## src/rtl/fdc_timer_sched.sv

```systemverilog
// fdc_timer_sched: four-channel 8-bit countdown timer scheduler for the
// floppy CPU, clocked down by one shared prescaler tick (100 Hz nominal).
//
// Ports:
//   clk      master clock, all state on its rising edge
//   reset_n  asynchronous active-low reset
//   addr     register select (0-3 CNTi, 4 STATUS, 5 MASK, 6 MODE, 7 rsvd)
//   di       write data
//   wren     write strobe, one cycle per access
//   rden     read strobe, one cycle per access
//   q        registered read data, one cycle after rden
//   irq      level interrupt, |(status & mask)
//   tick     one-cycle pulse marking each prescaler rollover
module fdc_timer_sched #(
    parameter int MCLKFREQ = 24000000,
    parameter int TICKHZ   = 100,
    parameter int PRESCALE = MCLKFREQ / TICKHZ
) (
    input  logic       clk,
    input  logic       reset_n,
    input  logic [2:0] addr,
    input  logic [7:0] di,
    input  logic       wren,
    input  logic       rden,
    output logic [7:0] q,
    output logic       irq,
    output logic       tick
);

    localparam logic [17:0] PS_LOAD = 18'(PRESCALE - 1);

    logic [17:0] psc;
    logic [7:0]  cnt [4];
    logic [7:0]  rld [4];
    logic [3:0]  status;
    logic [3:0]  mask;
    logic [3:0]  mode;

    logic        tk;
    logic [3:0]  wr_cnt;
    logic        wr_sta;
    logic        wr_msk;
    logic        wr_mod;
    logic        ps_restart;
    logic [3:0]  set;
    logic [7:0]  rdata;

    // Internal tick strobe: the cycle whose edge updates the channels.
    // The tick output is its registered copy, so it is high in the cycle
    // the updated counts and flags become visible.
    assign tk = (psc == 18'd0);

    always_comb begin
        wr_cnt = '0;
        for (int i = 0; i < 4; i++) begin
            wr_cnt[i] = wren && (addr == 3'(i));
        end
        wr_sta     = wren && (addr == 3'd4);
        wr_msk     = wren && (addr == 3'd5);
        wr_mod     = wren && (addr == 3'd6);
        ps_restart = wr_mod && di[7];
    end

    // A CNTi write in a tick cycle takes priority, so it suppresses the flag.
    always_comb begin
        set = '0;
        for (int i = 0; i < 4; i++) begin
            set[i] = tk && !wr_cnt[i] && (cnt[i] == 8'd1);
        end
    end

    always_comb begin
        rdata = '0;
        unique case (1'b1)
            (addr[2] == 1'b0): rdata = cnt[addr[1:0]];
            (addr == 3'd4):    rdata = {4'h0, status};
            (addr == 3'd5):    rdata = {4'h0, mask};
            (addr == 3'd6):    rdata = {4'h0, mode};
            default:           rdata = '0;
        endcase
    end

    always_ff @(posedge clk or negedge reset_n) begin
        if (!reset_n) begin
            psc  <= PS_LOAD;
            tick <= 1'b0;
        end else begin
            tick <= tk;
            if (tk || ps_restart) begin
                psc <= PS_LOAD;
            end else begin
                psc <= psc - 18'd1;
            end
        end
    end

    always_ff @(posedge clk or negedge reset_n) begin
        if (!reset_n) begin
            for (int i = 0; i < 4; i++) begin
                cnt[i] <= '0;
                rld[i] <= '0;
            end
        end else begin
            for (int i = 0; i < 4; i++) begin
                if (wr_cnt[i]) begin
                    cnt[i] <= di;
                    rld[i] <= di;
                end else if (tk && cnt[i] != 8'd0) begin
                    if (cnt[i] == 8'd1) begin
                        cnt[i] <= (mode[i] && rld[i] != 8'd0) ?
                                  rld[i] : 8'd0;
                    end else begin
                        cnt[i] <= cnt[i] - 8'd1;
                    end
                end
            end
        end
    end

    // Clear is applied before set so a same-cycle expiry keeps its flag.
    always_ff @(posedge clk or negedge reset_n) begin
        if (!reset_n) begin
            status <= '0;
            mask   <= '0;
            mode   <= '0;
        end else begin
            status <= (status & ~(wr_sta ? di[3:0] : 4'h0)) | set;
            if (wr_msk) begin
                mask <= di[3:0];
            end
            if (wr_mod) begin
                mode <= di[3:0];
            end
        end
    end

    always_ff @(posedge clk or negedge reset_n) begin
        if (!reset_n) begin
            q <= '0;
        end else if (rden) begin
            q <= rdata;
        end
    end

    assign irq = |(status & mask);

endmodule

```

## config.mk

```make
export PLATFORM = sky130hd
export DESIGN_NAME = fdc_timer_sched
export DESIGN_NICKNAME = d
export VERILOG_FILES = /design/src/rtl/fdc_timer_sched.sv
export SDC_FILE = /design/constraint.sdc
export NUM_CORES = 1
export LEC_CHECK = 0
export BUFFER_PORTS_ARGS = -buffer_cell sky130_fd_sc_hd__buf_2
export CORE_ASPECT_RATIO = 1.5
export CORE_UTILIZATION = 50
export DETAILED_ROUTE_END_ITERATION = 16
export GPL_ROUTABILITY_DRIVEN = 0
export PLACE_DENSITY = 0.76
export SYNTH_ARGS = -nofsm -noshare
export SYNTH_HDL_FRONTEND = slang
export SYNTH_SLANG_ARGS = --single-unit
```

## constraint.sdc

```tcl
create_clock -name clk -period 2.2 [get_ports clk]
set_input_delay 0.55 -clock clk [delete_from_list [all_inputs] [get_ports clk]]
set_output_delay 0.55 -clock clk [all_outputs]
set_load 0.02 [all_outputs]
```

==> parameters.txt <==
Parameter                              Value

STA
  Final sum of negative setup slack ... 0 ns
  Final critical-path share of the clock period ... 0.948
  Maximum clock skew at final layout ... about 0.0064 ns
  Achievable frequency ... approximately 480 MHz
  Total count of hold-check failures in the final report ... 0
  Number of endpoints failing setup at the final stage ... 0
  Relative slew slack ... 0.537
  Slew at the pin closest to its max-slew limit ... 0.688 ns
  Worst hold-check slack ... slightly above 0.09 ns
  Number of max-slew violations in the final report ... 0
  Setup repair after global routing missed its margin ... no
  Post-route minimum period ... 2.08 ns

Die
  # IOs ... 25
  Area enclosed by the die boundary ... 12100 um^2
  Site row count ... 48
  Starting Density ... 0.509
  Overall die height ... 134 um
  Core region area ... about 11000 um^2
  X dimension of the die ... 90.2 um

Worst setup path
  Worst reg2reg path endpoint ... cnt[25]$_DFFE_PN0P_
  Worst setup EP type ... flip-flop
  Data required time of the worst path ... about 2.4 ns
  FF-to-FF Start ... psc[9]$_DFF_PN0_
  Reg2reg path depth ... 8
  Worst setup path category ... flip-flop to flip-flop
  Startpoint type of the worst setup path ... flip-flop
  Data arrival, critical path ... 2.32 ns
  Crit path max fanout ... 7
  Internal reg-to-reg setup slack ... 0.12 ns

Pwr
  Clock share of power ... 0.279
  Worst IR drop on VDD ... 0.393 mV
  Total power density per cell area ... 886 nW/um^2
  Switching power share of the total ... 0.335
  Share of power burned in combinational logic ... 0.260
  Net switching power ... around 2000 uW
  Internal Power ... slightly below 4000 uW
  Fraction of power consumed by sequential logic ... 0.461
  Static leakage ... 0.00299 uW

Finish
  Number of fill cells ... around 990
  Commonest non-fill, non-tap cell in the layout ... nand2_1
  Number of antenna cells inserted ... 0
  Final standard cell count with taps included and fillers excluded ... 849
  Ratio of cells with drive above 1 in the final layout ... 0.187
  Total area of sequential cells ... ~2600 um^2
  Fin nets ... 719
  Area taken by multi-input logic gates ... 3050 um^2
  Syn-to-layout area delta ... 14.9%
  Post-Layout Inst Area ... around 6700 um^2
  Commonest cells after routing, fill and taps aside ... nand2_1 (175), dfrtp_1 (90), buf_4 (44)

Logic synthesis
  Yosys cell types ... 70
  Fraction of synthesized area in multiplexers ... 0.0694
  EDFF count, synth ... 0
  Share of synthesized flip-flops with an asynchronous set or reset ... 1.00
  Synthesis-stage register bit count ... 103
  Synth warnings ... 0
  Post-synthesis cell type with the largest combined area ... dfrtp_1
  Xor and xnor fraction of the mapped netlist area ... 0.0315
  Most common flop cell mapped by yosys ... dfrtp_1
  Share of the yosys chip area belonging to registers ... 0.444
  Cell types with the largest area share after synthesis ... dfrtp_1 (39%), nand2_1 (11%), dfstp_2 (5.8%)
  Syn nets ... 669
  Compound-cell area share of the yosys netlist ... 0.155
  Post-synthesis cell area ... roughly 6000 um^2
  Mean Syn Cell Area ... 9.07 um^2
  Fraction of post-synthesis cell area in the top cell type by area ... 0.386
  Combinational family with the most area after synthesis ... simple AND/OR/NAND/NOR gates
  Simple-gate share of the synthesized area ... 0.240
  Number of instances in the synthesized netlist ... 644
  Adder-cell share of the synthesized area ... 0.0214

Placed design
  Port buffer count ... 24
  Cell count after placement ... between 800 and 900
  Area after detailed placement ... 6360 um^2
  Dpl hpwl ... 11800 um

Detailed routing
  Number of DRC violations after detailed routing ... 0
  Sum of routed wire length over all layers ... 16200 um
  Number of vias per cell after detailed routing ... 6.17
  Vias after detailed routing ... 5235
  Number of DRC violations after detailed-routing iteration 0 ... 470
  DRT antenna net count ... 0
  Routed length per instance ... 19.1 um
  Number of optimization iterations in the first detailed-route pass ... 5

GRT
  First-pass GRT wire length ... between 20000 and 30000 um
  Overall routing resource usage ... 0.282
  Vias in the first global route ... approximately 5400
  Pin count of the biggest net entering global routing ... 45
  Final global-route overflow total ... 0
  Number of antenna violations at the first check in global routing ... 0

Clock tree
  Cell at the root of the clock tree ... clkbuf_16
  Inserted Clock Buffers ... 9
  Later-pin clock latency in the skew report ... between 0.3 and 0.4 ns
  H-tree depth ... 3
  Number of hold-repair buffers added at the cts stage ... 0
  Clock transition at the register clock pins on the worst setup and hold paths after CTS ... 0.06 ns
  TritonCTS clock tree ... built
  Buffers from clock root to sink, at most ... 2
  Number of sinks handled by clock tree synthesis ... around 100

Run
  Max-cap violations ... 0

Hold path
  Path type of the worst min-delay path ... primary input to asynchronous set/reset pin

Outcome
  Outcome ... complete, no violations
state kept, by name (all words and copies together), names as in the netlist:
signal and flops:
tick 1, cnt 32, psc 18, mask 4, q 8, mode 4
rld 32, status 4
cells by family (layout without fill, tap and decap cells):
group / Yosys count / after routing
AO/OA/AOI/OAI: 127 / 127
XOR/XNOR: 21 / 21
adder cells (fa/ha/maj): 10 / 10
buffers and inverters: 56 / 111
flip-flops: 103 / 103
multiplexers: 30 / 30
AND/OR/NAND/NOR: 297 / 297
cell type report:
type                            instances  area share
Multi-Input combinational cell        485       0.455
Sequential cell                       103       0.387
Timing Repair Buffer                   68      0.0694
Clock buffer                           13      0.0403
Tap cell                              150      0.0280
Inverter                               27      0.0151
Clock inverter                          3     0.00597
what timing repair did:
item	in CTS	in global routing
pin swaps	1	0
endpoints found under the setup margin	3	9
cloned	0	0
resized for setup	1	4
setup buffers	1	0
endpoints found under the hold margin	0	0
power by group through the flow:
stage          combinational [uW]  clock, uW  sequential, uW
2_1_floorplan                1070          0            2620
3_3_place_gp                 1440          0            2730
3_5_place_dp                 1510          0            2750
4_1_cts                      1530       1680            2720
5_1_grt                      1720       1740            2780
6_report                     1550       1660            2740
critical path, stage by stage, from the launching register on:
cell	delay (ns)
dfrtp_1	0.44
nor4_4	0.34
buf_4	0.18
nand4_2	0.08
buf_4	0.19
a311oi_4	0.25
buf_4	0.21
mux2i_1	0.21
o21ai_1	0.07
cell usage after synthesis, types with 5 or more instances:
master    instances
nand2_1         175
dfrtp_1          90
inv_1            27
o21ai_0          26
nand3_1          25
nor2_1           24
clkbuf_1         22
mux2i_1          18
nor3_1           16
a21oi_1          14
xnor2_1          14
dfstp_2          13
o211ai_1         12
a22oi_1          11
ha_1             10
o31ai_1          10
mux4_2            8
a32oi_1           7
or3_1             7
xor2_1            7
nor3b_1           6
o21ai_1           6
a31oi_1           5
nand2b_1          5
nor4_1            5
metrics by stage:
step	total power, uW	setup WS [ns]	utilization
global placement	4170	0.0945	0.555
finish	5950	0.115	0.585
floorplan	3690	0.147	-
global route	6240	0.0137	0.585
CTS	5920	0.0601	0.583
detailed placement	4260	0.00770	0.555
how the worst max path moves through the flow:
stage / start / to / depth (start not counted)
6_report: psc[9]$_DFF_PN0_ / cnt[25]$_DFFE_PN0P_ / 8
5_1_grt: psc[0]$_DFF_PN1_ / cnt[6]$_DFFE_PN0P_ / 7
4_1_cts: psc[9]$_DFF_PN0_ / cnt[8]$_DFFE_PN0P_ / 7
3_5_place_dp: psc[0]$_DFF_PN1_ / cnt[25]$_DFFE_PN0P_ / 8
3_3_place_gp: psc[9]$_DFF_PN0_ / cnt[9]$_DFFE_PN0P_ / 7
2_1_floorplan: psc[0]$_DFF_PN1_ / cnt[28]$_DFFE_PN0P_ / 9
routing by layer:
metal	routed length (um)	up-vias	part of all wire	track usage
met1	6070	2548	0.37	0.316
met2	8250	231	0.51	0.489
met5	0	-	0	0
li1	-	2383	-	-
met3	1030	73	0.063	0.0505
met4	883	0	0.054	0.188
Note: power is estimated with default switching activity, not from simulation.
